## config.mk

```make
export PLATFORM = sky130hd
export DESIGN_NAME = ex_stage
export DESIGN_NICKNAME = d
export VERILOG_FILES = /design/src/rtl/ex_stage_pkg.sv /design/src/rtl/mul_iter.sv /design/src/rtl/ex_stage.sv
export SDC_FILE = /design/constraint.sdc
export NUM_CORES = 1
export LEC_CHECK = 0
export ABC_AREA = 1
export BUFFER_PORTS_ARGS = -buffer_cell sky130_fd_sc_hd__buf_2
export CORE_MARGIN = 10
export CORE_UTILIZATION = 40
export DETAILED_ROUTE_END_ITERATION = 16
export SLEW_MARGIN = 10
export SYNTH_ARGS = -nofsm -noshare
export SYNTH_HDL_FRONTEND = slang
export SYNTH_HIERARCHICAL = 1
export SYNTH_SLANG_ARGS = --single-unit
```

## constraint.sdc

```tcl
create_clock -name clk -period 4.4 [get_ports clk]
set_input_delay 0.44 -clock clk [delete_from_list [all_inputs] [get_ports clk]]
set_output_delay 0.44 -clock clk [all_outputs]
set_load 0.05 [all_outputs]
```

## src/rtl/ex_stage_pkg.sv

```systemverilog
// rtl/ex_stage_pkg.sv - shared encodings, widths and multiplier FSM states for ex_stage
package ex_stage_pkg;

  localparam logic RstEnable = 1'b1;

  localparam int REG_W    = 32;
  localparam int DREG_W   = 2 * REG_W;
  localparam int ADDR_W   = 5;
  localparam int ALUOP_W  = 8;
  localparam int ALUSEL_W = 3;
  localparam int SHAMT_W  = 5;
  localparam int CNT_W    = 5;

  localparam logic [REG_W-1:0]  ZeroWord  = '0;
  localparam logic [ADDR_W-1:0] ZeroAddr  = '0;
  localparam logic [CNT_W-1:0]  CNT_LAST  = '1;

  localparam logic [ALUSEL_W-1:0] SEL_NOP   = 3'b000;
  localparam logic [ALUSEL_W-1:0] SEL_LOGIC = 3'b001;
  localparam logic [ALUSEL_W-1:0] SEL_SHIFT = 3'b010;
  localparam logic [ALUSEL_W-1:0] SEL_MOVE  = 3'b011;

  localparam logic [ALUOP_W-1:0] OP_AND   = 8'h24;
  localparam logic [ALUOP_W-1:0] OP_OR    = 8'h25;
  localparam logic [ALUOP_W-1:0] OP_XOR   = 8'h26;
  localparam logic [ALUOP_W-1:0] OP_NOR   = 8'h27;
  localparam logic [ALUOP_W-1:0] OP_SLL   = 8'h7C;
  localparam logic [ALUOP_W-1:0] OP_SRL   = 8'h02;
  localparam logic [ALUOP_W-1:0] OP_SRA   = 8'h03;
  localparam logic [ALUOP_W-1:0] OP_MULT  = 8'h18;
  localparam logic [ALUOP_W-1:0] OP_MULTU = 8'h19;
  localparam logic [ALUOP_W-1:0] OP_MFHI  = 8'h10;
  localparam logic [ALUOP_W-1:0] OP_MFLO  = 8'h12;

  typedef enum logic [1:0] {
    MUL_IDLE = 2'd0,
    MUL_BUSY = 2'd1,
    MUL_DONE = 2'd2
  } mul_state_e;

endpackage

```

## src/rtl/mul_iter.sv

```systemverilog
// rtl/mul_iter.sv - 32-cycle shift-add multiplier (IDLE/BUSY/DONE), built into ex_stage under EX_MULT_EN
module mul_iter
  import ex_stage_pkg::*;
(
  input  logic              clk,
  input  logic              rst,
  input  logic              start_i,
  input  logic              signed_i,
  input  logic [REG_W-1:0]  a_i,
  input  logic [REG_W-1:0]  b_i,
  output logic              busy_o,
  output logic              done_o,
  output logic [DREG_W-1:0] prod_o
);

  mul_state_e        state_q, state_d;
  logic [CNT_W-1:0]  cnt_q, cnt_d;
  logic [DREG_W-1:0] acc_q, acc_d, mcand_q, mcand_d;
  logic [REG_W-1:0]  mplier_q, mplier_d;
  logic              neg_q, neg_d;
  logic [REG_W-1:0]  a_mag, b_mag;

  // Signed multiply works on magnitudes; the sign is reapplied to the product.
  assign a_mag = (signed_i && a_i[REG_W-1]) ? -a_i : a_i;
  assign b_mag = (signed_i && b_i[REG_W-1]) ? -b_i : b_i;

  always_ff @(posedge clk) begin
    if (rst == RstEnable) begin
      state_q  <= MUL_IDLE;
      cnt_q    <= '0;
      acc_q    <= '0;
      mcand_q  <= '0;
      mplier_q <= '0;
      neg_q    <= 1'b0;
    end else begin
      state_q  <= state_d;
      cnt_q    <= cnt_d;
      acc_q    <= acc_d;
      mcand_q  <= mcand_d;
      mplier_q <= mplier_d;
      neg_q    <= neg_d;
    end
  end

  always_comb begin
    state_d  = state_q;
    cnt_d    = cnt_q;
    acc_d    = acc_q;
    mcand_d  = mcand_q;
    mplier_d = mplier_q;
    neg_d    = neg_q;
    case (state_q)
      MUL_IDLE: begin
        if (start_i) begin
          acc_d    = '0;
          mcand_d  = {ZeroWord, a_mag};
          mplier_d = b_mag;
          neg_d    = signed_i && (a_i[REG_W-1] ^ b_i[REG_W-1]);
          cnt_d    = '0;
          state_d  = MUL_BUSY;
        end
      end
      MUL_BUSY: begin
        if (mplier_q[0]) acc_d = acc_q + mcand_q;
        mcand_d  = mcand_q << 1;
        mplier_d = mplier_q >> 1;
        cnt_d    = cnt_q + CNT_W'(1);
        if (cnt_q == CNT_LAST) state_d = MUL_DONE;
      end
      MUL_DONE: state_d = MUL_IDLE;
      default:  state_d = MUL_IDLE;
    endcase
  end

  assign busy_o = (state_q == MUL_BUSY);
  assign done_o = (state_q == MUL_DONE);
  assign prod_o = neg_q ? -acc_q : acc_q;

endmodule

```

## src/rtl/ex_stage.sv

```systemverilog
// rtl/ex_stage.sv - execute stage: logic/shift ALU, EX/MEM register; EX_MULT_EN adds MULT/MULTU, HI/LO and MFHI/MFLO
module ex_stage
  import ex_stage_pkg::*;
(
  input  logic                clk,
  input  logic                rst,
  input  logic [ALUOP_W-1:0]  aluop_i,
  input  logic [ALUSEL_W-1:0] alusel_i,
  input  logic [REG_W-1:0]    reg1_data_i,
  input  logic [REG_W-1:0]    reg2_data_i,
  input  logic [ADDR_W-1:0]   w_addr_i,
  input  logic                wreg_i,
  output logic [REG_W-1:0]    ex_wdata_o,
  output logic [ADDR_W-1:0]   ex_waddr_o,
  output logic                ex_wreg_o,
  output logic [REG_W-1:0]    mem_wdata_o,
  output logic [ADDR_W-1:0]   mem_waddr_o,
  output logic                mem_wreg_o,
  output logic                stallreq_o
`ifdef EX_MULT_EN
  ,
  output logic [REG_W-1:0]    hi_o,
  output logic [REG_W-1:0]    lo_o
`endif
);

  logic [REG_W-1:0]   result;
  logic [SHAMT_W-1:0] shamt;
  logic               wreg_kill;

  assign shamt = reg1_data_i[SHAMT_W-1:0];

`ifdef EX_MULT_EN
  logic              is_mul, mul_start, mul_busy, mul_done;
  logic [DREG_W-1:0] mul_prod;
  logic [REG_W-1:0]  hi_q, lo_q;

  assign is_mul    = (aluop_i == OP_MULT) || (aluop_i == OP_MULTU);
  // A multiply still sitting at the input during DONE must not restart.
  assign mul_start = is_mul && !mul_busy && !mul_done;
  assign wreg_kill = is_mul;
  assign stallreq_o = (rst != RstEnable) && (mul_start || mul_busy);

  mul_iter u_mul_iter (
    .clk      (clk),
    .rst      (rst),
    .start_i  (mul_start),
    .signed_i (aluop_i == OP_MULT),
    .a_i      (reg1_data_i),
    .b_i      (reg2_data_i),
    .busy_o   (mul_busy),
    .done_o   (mul_done),
    .prod_o   (mul_prod)
  );

  always_ff @(posedge clk) begin
    if (rst == RstEnable) begin
      hi_q <= ZeroWord;
      lo_q <= ZeroWord;
    end else if (mul_done) begin
      hi_q <= mul_prod[DREG_W-1:REG_W];
      lo_q <= mul_prod[REG_W-1:0];
    end
  end

  assign hi_o = hi_q;
  assign lo_o = lo_q;
`else
  assign wreg_kill  = 1'b0;
  assign stallreq_o = 1'b0;
`endif

  always_comb begin
    result = ZeroWord;
    case (alusel_i)
      SEL_LOGIC: begin
        case (aluop_i)
          OP_OR:   result = reg1_data_i | reg2_data_i;
          OP_AND:  result = reg1_data_i & reg2_data_i;
          OP_XOR:  result = reg1_data_i ^ reg2_data_i;
          OP_NOR:  result = ~(reg1_data_i | reg2_data_i);
          default: result = ZeroWord;
        endcase
      end
      SEL_SHIFT: begin
        case (aluop_i)
          OP_SLL:  result = reg2_data_i << shamt;
          OP_SRL:  result = reg2_data_i >> shamt;
          OP_SRA:  result = REG_W'($signed(reg2_data_i) >>> shamt);
          default: result = ZeroWord;
        endcase
      end
`ifdef EX_MULT_EN
      SEL_MOVE: begin
        case (aluop_i)
          OP_MFHI: result = hi_q;
          OP_MFLO: result = lo_q;
          default: result = ZeroWord;
        endcase
      end
`endif
      default: result = ZeroWord;
    endcase
  end

  always_comb begin
    ex_wdata_o = ZeroWord;
    ex_waddr_o = ZeroAddr;
    ex_wreg_o  = 1'b0;
    if (rst != RstEnable) begin
      ex_wdata_o = result;
      ex_waddr_o = w_addr_i;
      ex_wreg_o  = wreg_i && !wreg_kill;
    end
  end

  // A stalled EX sends a bubble downstream so the held instruction retires once.
  always_ff @(posedge clk) begin
    if (rst == RstEnable || stallreq_o) begin
      mem_wdata_o <= ZeroWord;
      mem_waddr_o <= ZeroAddr;
      mem_wreg_o  <= 1'b0;
    end else begin
      mem_wdata_o <= ex_wdata_o;
      mem_waddr_o <= ex_waddr_o;
      mem_wreg_o  <= ex_wreg_o;
    end
  end

endmodule

```

==> impl_metrics.tcl <==
set metrics [dict create \
    globalRoute.totalOverflow 0 \
    cts-buffers-inserted 5 \
    avgSynthCellArea_um2 5.572 \
    max_clock_freq_mhz 291.8 \
    synthTopCellsByArea "nand2_1, nand3_1, ha_1" \
    irDropWorstVdd_mv 0.1593 \
    cts-htree-levels 2 \
    timing.critical_path.to_type "output port" \
    synth_edf_count 0 \
    min_period_ns 3.427 \
    netlist-cell-type-count 38 \
    holdWs_ns 0.3736 \
    hpwlAfterDp_um 28120 \
    antennaDiodeCount 0 \
    yosysMostFrequentCell "nand2_1" \
    fraction_of_final_layout_cells_with_drive_strength_greater_than_1_pct 16.53 \
    num-fill-cells 1915 \
    placed_cell_areas_mm2 0.007682 \
    cap_violations 0 \
    starting_density_of_the_core_pct 40.92 \
    critPathBufInv 3 \
    layout_worst_path_cycle_share_pct 77.88 \
    result_of_the_run "finished, final reports clean" \
    synth_seq_area_share_pct 11.21 \
    syn-instance-count 1218 \
    critPathMostFrequentCell "nand2_1" \
    port-buffer-count 158 \
    cts.reportedPaths.clkPinSlew_ns 0.06 \
    io_pins 160 \
    die_area_mm2 0.02258 \
    first_global_vias 8454 \
    critical_path.max_fanout 34 \
    crit_required_ns 3.96 \
    grt_setup_unrepaired "false" \
    timing.setup.critical_path_class "in2out" \
    postCtsSetupBuffers 0 \
    route.vias.total 9144 \
    tritoncts "yes" \
    detail_route.iter0.violations 1091 \
    placedCellCount 1549 \
    tritoncts_num_sinks 38 \
    worst_slew_margin_relative_to_its_limit_pct 43.40 \
    drc_errors_left 0 \
    final_design_area_no_fill_mm2 0.007881 \
    dp_worst_setup_slack_ns 1.032 \
    total_power_density_per_cell_area_mw_per_mm2 176.0 \
    ys_async_sr_fraction_pct 0 \
    timing_worst_slew_pin_value_ns 0.8481 \
    die_boundary_width_um 150.3 \
    dominantRegCellSynth "dfxtp_1" \
    timing.final.setup_violations 0 \
    critical-path-top-delay-family "simple AND/OR/NAND/NOR gates" \
    final_nets 1485 \
    layout.area.seq_um2 760.7 \
    area.growth.synth_to_final_pct 16.13 \
    cts_hold_repair_buffers 0 \
    leakage_nw 4.202 \
    timing.critical_path.cells "buf_2 > inv_2 > nand2_1 > nand3_1 > o21ai_0 > nor2_1 > nand2_1 > nand2_1 > nand3b_1 > nand3_1 > a21oi_1 > buf_2" \
    drt_pass1_iterations 6 \
    gp_routability_congestion 1.025 \
    totalWireLength_um 35230 \
    finalWorstSetupSlack_ns 0.9734 \
    die_h_um 150.3 \
    syn-num-nets 1367 \
    post_cts_resized 0 \
    placement_rows 47 \
    cts_max_path_buffers 2 \
    post_drt_wl_per_cell_um 22.62 \
    crit_slowest_cell "inv_2" \
    synthesis.area_mm2 0.006787 \
    final-max-slew-violation-count 0 \
    cp_slowest_stage_delay_ns 0.50 \
    synth_largest_type_area_fraction_pct 19.47 \
    route.antenna.remaining_nets 0 \
    multiInputGateArea_mm2 0.005244 \
    synth_commonest_cells "nand2_1, nand3_1, inv_1, a21oi_1, o21ai_0" \
    finalHoldViolations 0 \
    largest_net_degree_at_the_start_of_global_routing 67 \
    wire_length_of_the_first_global_routing_pass_um 52240 \
    core-area_mm2 0.01658 \
    vias_per_cell 5.873 \
    final-instance-count-excl-fill 1557 \
    global_route.usage.total_pct 30.08 \
    ys_warn_count 6 \
    number_of_antenna_violations_at_the_first_check_in_global_routing 0 \
    synth_top_cell_by_area "nand2_1" \
    timing.critical_path.arrival_ns 2.99 \
    ys_seq_elements 38 \
    hp_class "in2reg" \
    setup.worst_path.start_class "primary input" \
    totalNegativeSetupSlack_ns 0 \
    cts-root-buf "clkbuf_16" \
]
[logic make-up after synthesis]
| group | after synthesis | synth area share, % |
|---|---|---|
| AO/OA/AOI/OAI | 225 | 18.73 |
| adder cells (fa/ha/maj) | 66 | 12.17 |
| buffers and inverters | 180 | 11.56 |
| flip-flops | 38 | 11.21 |
| multiplexers | 2 | 0.3318 |
| other | 1 | 0.05526 |
| AND/OR/NAND/NOR | 706 | 45.94 |
[per-stage QoR]
| stage | power [mW] | utilization (%) |
|---|---|---|
| final | 1.387 | 47.53 |
| after global routing | 1.458 | 47.53 |
| after CTS | 1.378 | 47.53 |
| after detailed placement | 0.9058 | 46.33 |
| after global placement | 0.9081 | 46.33 |
| after floorplan | 0.7065 | - |
[layout make-up]
type	instances	share of cell area [%]
Clock buffer	6	1.762
Clock inverter	2	0.7620
Inverter	103	4.906
Multi-Input combinational cell	1000	66.53
Sequential cell	38	9.652
Tap cell	220	3.493
Timing Repair Buffer	188	12.89
[power breakdown]
part	internal (mW)	leakage (nW)	total (mW)	switching, mW
logic	0.157	3.80	0.567	0.410
registers	0.349	0.308	0.350	0.000920
clock network	0.340	0.0971	0.470	0.130
[layout by cell type, fill, tap and decap left out, types with 3 or more instances in the layout]
master	count
nand3b_1	3
nor2_2	5
clkinv_1	3
inv_2	8
o21a_1	3
nand2_1	352
o21ai_0	68
ha_1	66
clkbuf_16	5
a21oi_1	91
o211ai_1	9
nand4_1	14
o2111ai_1	4
nor2_1	57
inv_1	92
o21ai_1	22
dfxtp_1	38
nor2_4	3
nand3_1	261
buf_4	30
buf_2	158
and2_1	3
a22o_1	24
[metal layers]
metal  GRT usage (%)  share of wire, %  wire, um  vias to the layer above
li1                -                 -         -                     4338
met1           38.01                39     13660                     4155
met2           48.52                45     15750                      548
met3           4.292                11      3715                      103
met4           15.99               6.0      2098                        0
met5               0                 0         0                        -
[flip-flops by register name (all words and copies together), names as in the netlist]
name and count:
mem_waddr_o 5, mem_wdata_o 32, mem_wreg_o 1
[path summary, 6_finish.rpt]
path | start | to | slack, ns | cells after the start
max | reg1_data_i[0] | ex_wdata_o[10] | 0.97 | 12
min | w_addr_i[4] | mem_waddr_o[4]$_SDFF_PP0_ | 0.37 | 3
(Power assumes the default switching activity.)
